==> src/rtl/uart_rx_ctrl.sv <==
// rtl/uart_rx_ctrl.sv - UART receiver supervisor: frame tracking, 4-deep RX FIFO, error counters, safe config apply
module uart_rx_ctrl (
    input  logic       clk,
    input  logic       rst,
    input  logic       rx_in,
    input  logic       rx_data_valid,
    input  logic [7:0] rx_p_data,
    input  logic       rx_parity_error,
    input  logic       rx_stop_error,
    input  logic       cfg_wr,
    input  logic [5:0] cfg_prescale,
    input  logic       cfg_par_en,
    input  logic       cfg_par_typ,
    output logic [5:0] prescale,
    output logic       par_en,
    output logic       par_typ,
    output logic       cfg_pending,
    output logic       cfg_err,
    output logic [7:0] m_data,
    output logic       m_valid,
    input  logic       m_ready,
    input  logic       clr_cnt,
    output logic [7:0] par_err_cnt,
    output logic [7:0] stop_err_cnt,
    output logic [7:0] ovf_cnt,
    output logic [7:0] tmo_cnt,
    output logic       busy
);
    typedef enum logic {S_IDLE = 1'b0, S_FRAME = 1'b1} state_t;

    state_t      r_state;
    state_t      w_next_state;
    logic        r_rx_q;
    logic [8:0]  r_tmo;
    logic [8:0]  w_tmo_limit;
    logic        w_start, w_any_ind, w_tmo_hit;
    logic        w_par_inc, w_stop_inc, w_push_req, w_tmo_inc, w_apply;
    logic        w_full, w_push, w_pop;
    logic [7:0]  r_mem [0:3];
    logic [1:0]  r_wr_ptr, r_rd_ptr;
    logic [2:0]  r_count;
    logic [5:0]  r_prescale, r_pend_prescale;
    logic        r_par_en, r_par_typ, r_pend_par_en, r_pend_par_typ;
    logic        r_cfg_pending, r_cfg_err;
    logic [7:0]  r_par_cnt, r_stop_cnt, r_ovf_cnt, r_tmo_cnt;
    logic        w_cfg_legal;

    function automatic logic [7:0] sat_inc(input logic [7:0] v);
        return (v == 8'hFF) ? v : v + 8'd1;
    endfunction

    assign w_start     = (r_state == S_IDLE) && r_rx_q && !rx_in;
    assign w_any_ind   = rx_data_valid | rx_parity_error | rx_stop_error;
    assign w_tmo_limit = ({3'd0, r_prescale} * 9'd12) - 9'd1;
    assign w_tmo_hit   = (r_tmo == w_tmo_limit);
    assign w_cfg_legal = (cfg_prescale == 6'd8) || (cfg_prescale == 6'd16) || (cfg_prescale == 6'd32);

    always_ff @(posedge clk) begin
        if (rst) begin
            r_state <= S_IDLE;
            r_rx_q  <= 1'b1;
        end else begin
            r_state <= w_next_state;
            r_rx_q  <= rx_in;
        end
    end

    always_comb begin
        w_next_state = r_state;
        case (r_state)
            S_IDLE:  if (w_start) w_next_state = S_FRAME;
            S_FRAME: if (w_any_ind || w_tmo_hit) w_next_state = S_IDLE;
            default: w_next_state = S_IDLE;
        endcase
    end

    // An end indication wins over a timeout landing on the same cycle.
    always_comb begin
        busy       = (r_state == S_FRAME);
        w_par_inc  = busy && rx_parity_error;
        w_stop_inc = busy && rx_stop_error;
        w_push_req = busy && rx_data_valid && !rx_parity_error && !rx_stop_error;
        w_tmo_inc  = busy && !w_any_ind && w_tmo_hit;
        w_apply    = (r_state == S_IDLE) && !w_start && r_cfg_pending;
    end

    always_ff @(posedge clk) begin
        if (rst || w_start) r_tmo <= 9'd0;
        else if (busy)      r_tmo <= r_tmo + 9'd1;
    end

    // A full FIFO still accepts a byte when the head leaves on the same edge.
    assign w_full  = (r_count == 3'd4);
    assign w_pop   = m_valid && m_ready;
    assign w_push  = w_push_req && (!w_full || w_pop);
    assign m_valid = (r_count != 3'd0);
    assign m_data  = m_valid ? r_mem[r_rd_ptr] : 8'h00;

    always_ff @(posedge clk) begin
        if (rst) begin
            r_wr_ptr <= 2'd0;
            r_rd_ptr <= 2'd0;
            r_count  <= 3'd0;
            for (int i = 0; i < 4; i++) r_mem[i] <= 8'h00;
        end else begin
            if (w_push) begin
                r_mem[r_wr_ptr] <= rx_p_data;
                r_wr_ptr        <= r_wr_ptr + 2'd1;
            end
            if (w_pop) r_rd_ptr <= r_rd_ptr + 2'd1;
            case ({w_push, w_pop})
                2'b10:   r_count <= r_count + 3'd1;
                2'b01:   r_count <= r_count - 3'd1;
                default: r_count <= r_count;
            endcase
        end
    end

    always_ff @(posedge clk) begin
        if (rst || clr_cnt) begin
            r_par_cnt  <= 8'd0;
            r_stop_cnt <= 8'd0;
            r_ovf_cnt  <= 8'd0;
            r_tmo_cnt  <= 8'd0;
        end else begin
            if (w_par_inc)                      r_par_cnt  <= sat_inc(r_par_cnt);
            if (w_stop_inc)                     r_stop_cnt <= sat_inc(r_stop_cnt);
            if (w_push_req && w_full && !w_pop) r_ovf_cnt  <= sat_inc(r_ovf_cnt);
            if (w_tmo_inc)                      r_tmo_cnt  <= sat_inc(r_tmo_cnt);
        end
    end

    always_ff @(posedge clk) begin
        if (rst) begin
            r_prescale      <= 6'd8;
            r_par_en        <= 1'b0;
            r_par_typ       <= 1'b0;
            r_pend_prescale <= 6'd8;
            r_pend_par_en   <= 1'b0;
            r_pend_par_typ  <= 1'b0;
            r_cfg_pending   <= 1'b0;
            r_cfg_err       <= 1'b0;
        end else begin
            r_cfg_err <= cfg_wr && !w_cfg_legal;
            if (w_apply) begin
                r_prescale    <= r_pend_prescale;
                r_par_en      <= r_pend_par_en;
                r_par_typ     <= r_pend_par_typ;
                r_cfg_pending <= 1'b0;
            end
            // A fresh legal write re-arms pending even if the old value applies now.
            if (cfg_wr && w_cfg_legal) begin
                r_pend_prescale <= cfg_prescale;
                r_pend_par_en   <= cfg_par_en;
                r_pend_par_typ  <= cfg_par_typ;
                r_cfg_pending   <= 1'b1;
            end
        end
    end

    assign prescale     = r_prescale;
    assign par_en       = r_par_en;
    assign par_typ      = r_par_typ;
    assign cfg_pending  = r_cfg_pending;
    assign cfg_err      = r_cfg_err;
    assign par_err_cnt  = r_par_cnt;
    assign stop_err_cnt = r_stop_cnt;
    assign ovf_cnt      = r_ovf_cnt;
    assign tmo_cnt      = r_tmo_cnt;
endmodule
==> config.mk <==
export PLATFORM = sky130hd
export DESIGN_NAME = uart_rx_ctrl
export DESIGN_NICKNAME = d
export VERILOG_FILES = /design/src/rtl/uart_rx_ctrl.sv
export SDC_FILE = /design/constraint.sdc
export NUM_CORES = 1
export LEC_CHECK = 0
export ABC_AREA = 1
export CORE_MARGIN = 10
export CORE_UTILIZATION = 40
export DETAILED_ROUTE_END_ITERATION = 10
export HOLD_SLACK_MARGIN = 0.03
export PLACE_DENSITY_LB_ADDON = 0.12
export SETUP_SLACK_MARGIN = 0.15
export SLEW_MARGIN = 10
export SYNTH_ARGS = -nofsm -noshare
export SYNTH_HDL_FRONTEND = slang
export SYNTH_SLANG_ARGS = --single-unit
==> constraint.sdc <==
create_clock -name clk -period 2.4 [get_ports clk]
set_input_delay 0.48 -clock clk [delete_from_list [all_inputs] [get_ports clk]]
set_output_delay 0.48 -clock clk [all_outputs]
set_load 0.005 [all_outputs]
==> impl_metrics.toml <==
[timing]
timing_hold_violations_final = 0
slew_viol_final = 0
setup_ws_ps = -52.6
rsz0062_at_grt = "true"
slew-limit-headroom = 0.704
fin_crit_sh = 1.02
tightest_slew_ps = 443
fmaxAchievable_mhz = 408
min_period_ps = 2450
setup_viol = 4
skew_ps = 5.66

[power]
switching_share = 0.253
ir_worst_vdd_v = 0.000335
pwr-share-seq = 0.505
comb_power_share = 0.136
p_int_mw = 2.74
power.density_nw_per_um2 = 556
p_leak_nw = 2.58
p_clk_frac = 0.359
switching_power_uw = 927
power_mw = 3.66

[grt]
grt_use_met1 = 0.175
grt_use_met2 = 0.224
grtUsageMet3 = 0.0515
grt_start_max_net_pins = 18
grt_busiest_layer = "met2"
overflow = 0
first_global_vias = 4446
grt_pass1_wl_mm = 20.9
grt_usage = 0.141
antenna_found_initial = 0

[worst_setup_path]
worstPathRequired_ps = 2640
critical_path_class = "flop to flop"
arrival_ps = 2690
reg2reg_depth = 16
cp_cell_sequence = "ha_4 -> inv_2 -> fa_2 -> nand3_1 -> nand2_2 -> nand2_1 -> nand2_1 -> nand2_1 -> nor2_2 -> nand3_2 -> nor2_4 -> nand3_4 -> nor2_4 -> nand2_1 -> nand2_1 -> nor2_1"
slowest_stage = "fa_2"
crit_path_max_fanout = 8
crit_path_end_kind = "flop"
crit_path_start_kind = "flop"
cpMostUsedCell = "nand2_1"
cp_slowest_stage_delay_ps = 610

[cts]
numCtsBuffers = 9
cts_root_buffer = "clkbuf_16"
cts_sinks = 102
htree_levels = 3
tritoncts = "yes"
cts_max_path_buffers = 2
clock_latency_ps = 340
clk_pin_slew_ps = 60
ctsHoldBuffers = 0

[routing]
vias_per_cell = 4.80
drtPass1Iterations = 4
finalWirelength_mm = 12.2
wl_per_cell_um = 12.8
ant_nets = 0
drtIter0Drc = 248
vias = 4538
drc_errors = 0

[floorplanning]
die_x_um = 133
io_pins = 77
die_h_um = 133
rows = 41
start_util = 0.406
die_area_um2 = 17600
coreArea_um2 = 12500

[finish]
drive_gt1_frac = 0.124
area_growth_syn_to_layout_pct = 29.8
final-instance-count-excl-fill = 946
final_nets = 807
antenna_cells = 0

[synth]
synth-adder-area-share = 0.0350
synth_xor_area_frac = 0.00690
async_flop_share = 0
synth_cells = 664
syn_area_um2 = 5080
synth_top_flop_cell = "dfxtp_1"
synth_mux_area_frac = 0
synth_top_area_cell = "dfxtp_1"
ys_types = 41
synth_top_area_frac = 0.276
synth_compound_area_frac = 0.131
ys_warn_count = 0
synth_top_family_by_area = "simple AND/OR/NAND/NOR gates"
synthTopCellsByArea = "dfxtp_1, edfxtp_1, nor2_1"
synth_seq_area_share = 0.465
synth_nets = 702
synthSimpleGateAreaFrac = 0.272
syn_area_per_cell_um2 = 7.65
synth-edff-count = 32
synth_most_common_cell = "nor2_1"
synth_seq_cells = 102
synth_common_cells = "nor2_1, inv_1, nand2_1, dfxtp_1, o21ai_0"

[placement]
dp_hpwl_mm = 9.19
dp_cells = 928
portBuffers = 76
globalplace.congestion = 0.852

[run_status]
violations = "negative setup slack"
status = "complete, but fails checks"

[worst_hold_path]
worstHoldPathType = "flop to flop"
hold-path-cell-count = 2

[flow_run]
drv_cap = 0
[cell type report]
type / count / area, um2
timing repair buffer: 106 / 1000
tap: 172 / 215
fill: 1249 / 5920
sequential: 102 / 2370
clock inverter: 7 / 41.3
inverter: 104 / 395
multi-input combinational: 446 / 2340
clock buffer: 9 / 225
[critical path: cells and delay by family, from the launching register on]
family | cells | cell delay (ps)
simple gates | 13 | 1190
fa+ha+maj | 2 | 740
flops | 1 | 360
buf+inv | 1 | 30
[metrics by stage]
step                      hold slack, ps  setup WS (ps)  utilization  instance area (um2)  TNS, ps
after floorplan                      416            114            -                 5100        0
after global placement               427           24.6        0.498                 6240        0
after detailed placement             432          -26.8        0.498                 6240    -52.6
after CTS                            443          -12.9        0.524                 6560    -15.9
after global routing                 472           -188        0.527                 6590    -1260
final                                439          -52.6        0.527                 6590    -95.2
[cell usage in the layout, fill, tap and decap left out, drive strengths merged, types with 10 or more instances in the layout]
cell and n:
nor2 126, nand2 107, inv 101, dfxtp 70, clkdlybuf4s50 68, o21ai 61
a21oi 57, nand3 38, edfxtp 32, buf 30, nor3 14, ha 11
nand4 10
[layer usage]
metal,vias to the layer above,wire (um)
li1,2367,-
met3,13,780
met1,2070,5610
met4,0,126
met2,88,5630
met5,-,0
[worst paths after layout]
check,start,endpoint,slack [ps]
setup / recovery,prescale[1],tmo_cnt[6],-50
hold / removal,r_pend_prescale[2],r_pend_prescale[2],440
setup reg to reg,prescale[1],tmo_cnt[6],-50
hold reg to reg,r_pend_prescale[2],r_pend_prescale[2],440
[logic make-up after synthesis]
family          after synthesis
simple gates                304
flops                       102
xor+xnor                      4
compound gates              125
buf+inv                     116
fa+ha+maj                    13
[flip-flops by register name, summed over array words and instances, names as in the netlist, 6 cells and up, named ones only]
register,cells
ovf_cnt,8
prescale,6
r_pend_prescale,6
par_err_cnt,8
tmo_cnt,8
stop_err_cnt,8
r_mem,32
r_tmo,9
[power groups by stage]
| stage | Sequential, mW | Combinational (mW) | Clock [mW] |
|---|---|---|---|
| 2_1_floorplan | 1.88 | 0.264 | 0 |
| 3_3_place_gp | 1.88 | 0.500 | 0 |
| 3_5_place_dp | 1.89 | 0.509 | 0 |
| 4_1_cts | 1.85 | 0.507 | 1.37 |
| 5_1_grt | 1.85 | 0.558 | 1.44 |
| 6_report | 1.85 | 0.496 | 1.32 |
[what timing repair did]
action / in CTS / in global routing
gates resized for setup: 19 / 13
pin swaps: 7 / 13
buffers inserted: 2 / 0
setup endpoints to repair: 17 / 12
(Power assumes the default switching activity.)
